$ cat config.mk
export PLATFORM = sky130hd
export DESIGN_NAME = jt51_sh_wr
export DESIGN_NICKNAME = d
export VERILOG_FILES = /design/src/rtl/jt51_sh_wr.sv
export SDC_FILE = /design/constraint.sdc
export NUM_CORES = 1
export LEC_CHECK = 0
export ABC_AREA = 1
export CORE_MARGIN = 1.5
export CORE_UTILIZATION = 44
export DETAILED_ROUTE_END_ITERATION = 7
export HOLD_SLACK_MARGIN = 0.03
export PLACE_DENSITY_LB_ADDON = 0.15
export SLEW_MARGIN = 20
export SYNTH_ARGS = -nofsm -noshare
export SYNTH_HDL_FRONTEND = slang
export SYNTH_SLANG_ARGS = --single-unit
$ cat constraint.sdc
create_clock -name clk -period 3.2 [get_ports clk]
set_input_delay 0.32 -clock clk [delete_from_list [all_inputs] [get_ports clk]]
set_output_delay 0.32 -clock clk [all_outputs]
set_load 0.03 [all_outputs]
$ cat src/rtl/jt51_sh_wr.sv
// jt51_sh_wr: write-merge stage feeding the jt51_sh slot ring.
// Recirculates ring_drop into ring_din and substitutes one buffered CPU write
// in its target slot. Owns the slot counter labelling the entry on ring_drop.
// Optional one-deep readback port enabled by defining JT51_SH_RD_EN; without
// it rd_data/rd_valid are tied low and rd_req/rd_slot are ignored.
module jt51_sh_wr #(
  parameter int   width  = 5,
  parameter int   stages = 32,
  parameter logic rstval = 1'b0,
  localparam int  SW     = $clog2(stages)
) (
  input  logic             clk,
  input  logic             rst,
  input  logic             cen,
  input  logic             wr_req,
  input  logic [SW-1:0]    wr_slot,
  input  logic [width-1:0] wr_data,
  output logic             wr_busy,
  output logic             wr_done,
  input  logic [width-1:0] ring_drop,
  output logic [width-1:0] ring_din,
  output logic [SW-1:0]    slot,
  output logic             slot_zero,
  input  logic             rd_req,
  input  logic [SW-1:0]    rd_slot,
  output logic [width-1:0] rd_data,
  output logic             rd_valid
);

  localparam logic [SW-1:0] LAST = SW'(stages - 1);

  logic [SW-1:0]    pend_slot;
  logic [width-1:0] pend_data;
  logic             wr_slot_ok;
  logic             hit;
  logic             inject;

  // A power-of-two ring covers every encodable slot index, so the range
  // check only exists for other sizes.
  generate
    if (stages == (1 << SW)) begin : g_wr_full
      assign wr_slot_ok = 1'b1;
    end else begin : g_wr_range
      assign wr_slot_ok = (wr_slot <= LAST);
    end
  endgenerate

  // Merge only from the registered pending write, never from wr_data.
  assign hit    = wr_busy && (slot == pend_slot);
  assign inject = cen && hit;

  assign slot_zero = (slot == '0);

  // Ring input: reset fill, pending write in its slot, otherwise pass-through.
  always_comb begin
    ring_din = ring_drop;
    if (rst)
      ring_din = {width{rstval}};
    else if (hit)
      ring_din = pend_data;
  end

  // Slot counter, advancing in lockstep with the ring on cen.
  always_ff @(posedge clk) begin
    if (rst)
      slot <= '0;
    else if (cen)
      slot <= (slot == LAST) ? '0 : slot + 1'b1;
  end

  // Pending write buffer with busy/done handshake; accept needs no cen.
  always_ff @(posedge clk) begin
    if (rst) begin
      wr_busy   <= 1'b0;
      wr_done   <= 1'b0;
      pend_slot <= '0;
      pend_data <= '0;
    end else begin
      wr_done <= inject;
      if (inject) begin
        wr_busy <= 1'b0;
      end else if (wr_req && !wr_busy && wr_slot_ok) begin
        wr_busy   <= 1'b1;
        pend_slot <= wr_slot;
        pend_data <= wr_data;
      end
    end
  end

`ifdef JT51_SH_RD_EN
  logic          rd_pend;
  logic [SW-1:0] rd_pslot;
  logic          rd_slot_ok;
  logic          rd_hit;

  generate
    if (stages == (1 << SW)) begin : g_rd_full
      assign rd_slot_ok = 1'b1;
    end else begin : g_rd_range
      assign rd_slot_ok = (rd_slot <= LAST);
    end
  endgenerate

  assign rd_hit = cen && rd_pend && (slot == rd_pslot);

  // One-deep readback: capture the post-merge ring input when the slot passes.
  always_ff @(posedge clk) begin
    if (rst) begin
      rd_pend  <= 1'b0;
      rd_pslot <= '0;
      rd_data  <= '0;
      rd_valid <= 1'b0;
    end else begin
      rd_valid <= rd_hit;
      if (rd_hit) begin
        rd_pend <= 1'b0;
        rd_data <= ring_din;
      end else if (rd_req && !rd_pend && rd_slot_ok) begin
        rd_pend  <= 1'b1;
        rd_pslot <= rd_slot;
      end
    end
  end
`else
  logic unused_rd;

  assign unused_rd = ^{rd_req, rd_slot};
  assign rd_data   = '0;
  assign rd_valid  = 1'b0;
`endif

endmodule

==> results.sh <==
export IMPL_viasPerCell=4.63
export IMPL_grt_max_degree=21
export IMPL_tns_ns=0
export IMPL_critical_path_top_delay_family="buffers and inverters"
export IMPL_ctsLongestPathBuffers=2
export IMPL_numPortBuffers=31
export IMPL_peakVddDrop_mv=0.316
export IMPL_clkPwrFrac_pct=23.6
export IMPL_p_sw_uw=183
export IMPL_ys_seq_area_share_pct=34.3
export IMPL_post_drt_wl_per_cell_um=10.1
export IMPL_coreArea_um2=2170
export IMPL_outcome="finished clean"
export IMPL_fp_row_count=17
export IMPL_nets=209
export IMPL_insertion_delay_ns=0.30
export IMPL_swShare_pct=35.0
export IMPL_intPower_uw=341
export IMPL_die_h_um=50.5
export IMPL_cts_sinks=17
export IMPL_drt_first_pass_iters=4
export IMPL_rsz0062_at_grt="false"
export IMPL_insertedDiodeCount=0
export IMPL_die_area_um2=2550
export IMPL_synth_seq_cells=17
export IMPL_slew_limit_headroom_pct=62.7
export IMPL_io_pins=44
export IMPL_finalNonFillerCells=208
export IMPL_dp_slack_ns=0.877
export IMPL_fillers=215
export IMPL_fin_worst_skew_ns=0.00241
export IMPL_setup_viol=0
export IMPL_p_per_area_nw_per_um2=394
export IMPL_ctsResizeCount=0
export IMPL_setup_ws_ns=0.774
export IMPL_finalCritPeriodShare_pct=75.8
export IMPL_worst_ep_required_time_ns=2.88
export IMPL_avgSynthCellArea_um2=6.67
export IMPL_routed_wl_mm=2.11
export IMPL_gp_congestion=0.858
export IMPL_hold_path_class="reg -> reg"
export IMPL_yosys_warnings=0
export IMPL_ys_types=21
export IMPL_cts_setup_buffers=0
export IMPL_drc=0
export IMPL_die_w_um=50.5
export IMPL_start_util_pct=45.8
export IMPL_layout_min_cycle_time_ns=2.43
export IMPL_ctsHoldBuffers=0
export IMPL_max_freq_ghz=0.412
export IMPL_crit_top_cell="nand2_1"
export IMPL_grt_overflow_total=0
export IMPL_critPathBufInv=3
export IMPL_postRouteAntennaNets=0
export IMPL_worstPathCellList="inv_2 -> nand2_2 -> nand2_1 -> nor2_2 -> nand3_4 -> nand2_1 -> inv_1 -> nor2_1 -> clkdlybuf4s50_1"
export IMPL_crit_path_end_kind="primary output"
export IMPL_area_delta_synth_final_pct=33.9
export IMPL_synthCells=149
export IMPL_grt_pass1_vias=844
export IMPL_final_hold_viol_count=0
export IMPL_layout_drive_gt1_share_pct=10.6
export IMPL_cts_buffers_inserted=3
export IMPL_vias=964
export IMPL_cpMaxStageDelayCell="clkdlybuf4s50_1"
export IMPL_worst_pin_slew_ns=0.558
export IMPL_track_usage_pct=18.2
export IMPL_root_buffer="clkbuf_4"
export IMPL_path_class="reg -> out"
export IMPL_cap_viol_max_count=0
export IMPL_drt_iter0_markers=13
export IMPL_leakagePower_uw=0.000608
export IMPL_post_dp_cell_area_um2=1300
export IMPL_dp_cells=204
export IMPL_grt_first_pass_wirelength_mm=3.53
export IMPL_pwr_share_comb_pct=31.0
export IMPL_startpoint_type="register"
export IMPL_final_cell_area_um2=1330
export IMPL_slew_violations=0
export IMPL_grt_antenna_before_repair=0
export IMPL_syn_area_um2=993
export IMPL_clk_pin_slew_ns=0.11
export IMPL_max_stage_delay_ns=0.67
export IMPL_crit_fanout=6
export IMPL_h_tree_depth=1
export IMPL_cts_tree="built"
export IMPL_hpwlAfterDp_mm=1.65
export IMPL_seqPwrFrac_pct=45.4
export IMPL_worstPathArrival_ns=2.11
## cell type report
cell class | instances | area (µm²) | share of cell area [%]
multi-input combinational | 98 | 502 | 37.7
clock inverter | 1 | 7.51 | 0.564
sequential | 17 | 340 | 25.6
tap | 28 | 35.0 | 2.63
clock buffer | 3 | 22.5 | 1.69
timing repair buffer | 31 | 310 | 23.3
inverter | 30 | 113 | 8.47
## state kept, by name, summed over array words and instances (netlist names)
name,flops
pend_slot,5
wr_busy,1
wr_done,1
pend_data,5
slot,5
## placed cells by master, fill, tap and decap left out
cell / netlist / routed
clkdlybuf4s50_1: 0 / 31
inv_1: 26 / 26
nand2_1: 26 / 26
dfxtp_1: 17 / 17
a21oi_1: 14 / 14
o21ai_0: 13 / 13
nor2_1: 8 / 8
nand3_1: 7 / 7
nor3_1: 6 / 6
conb_1: 1 / 6
nand2_2: 5 / 5
inv_2: 4 / 4
nor2_2: 3 / 3
ha_1: 3 / 3
clkbuf_4: 0 / 3
nor2_4: 2 / 2
a31oi_1: 2 / 2
o21ai_1: 1 / 1
nand3_4: 1 / 1
nor4_1: 1 / 1
clkinvlp_4: 0 / 1
## cells in the mapped netlist
cell type  number  area, µm²
inv_1          26       97.6
nand2_1        26       97.6
dfxtp_1        17        340
a21oi_1        14       70.1
o21ai_0        13       65.1
nor2_1          8       30.0
nand3_1         7       35.0
buf_4           6       45.0
nor3_1          6       30.0
nand2_2         5       31.3
inv_2           4       15.0
ha_1            3       37.5
nor2_2          3       18.8
a31oi_1         2       12.5
clkbuf_1        2       7.51
nor2_4          2       22.5
buf_2           1       5.00
conb_1          1       3.75
nand3_4         1       17.5
nor4_1          1       6.26
o21ai_1         1       5.00
## power by group through the flow
stage	Clock (µW)	Sequential, µW	Combinational, µW
global route	134	239	180
finish	123	238	163
detailed placement	0	242	163
global placement	0	242	160
floorplan	0	249	102
CTS	125	238	164
## final timing paths
check        slack, ns            to          from  depth (start not counted)
max               0.77   ring_din[2]       slot[1]                          9
max reg2reg       1.77       slot[4]       slot[0]                          6
min               0.47  pend_data[2]  pend_data[2]                          2
min reg2reg       0.47  pend_data[2]  pend_data[2]                          2
## metrics by stage
step                utilization (%)  total power, µW  hold slack (ns)
floorplan                         -              351            0.397
global placement               59.9              401            0.445
detailed placement             59.9              405            0.461
CTS                            61.3              527            0.477
global route                   61.3              554            0.488
finish                         61.3              524            0.471
## tightest hold or removal path: cells and delay by family (launching register included)
family | cells | cell delay (ns)
flops | 1 | 0.31
buf+inv | 1 | 0.07
compound gates | 1 | 0.06
## metal layers
metal / routed length, µm / up-vias / GRT usage, %
met5: 0 / - / 0
li1: - / 520 / -
met4: 27 / 0 / 5.41
met3: 112 / 4 / 5.36
met2: 938 / 31 / 29.6
met1: 1030 / 409 / 23.3
## kinds of logic (layout without fill, tap and decap cells)
kind of cell,Yosys count,in the layout,share of synthesized area (%)
AO/OA/AOI/OAI,30,30,15.4
flip-flops,17,17,34.3
other,1,6,0.377
AND/OR/NAND/NOR,59,59,29.1
adder cells (fa/ha/maj),3,3,3.78
buffers and inverters,39,65,17.1
(Power assumes the default switching activity.)
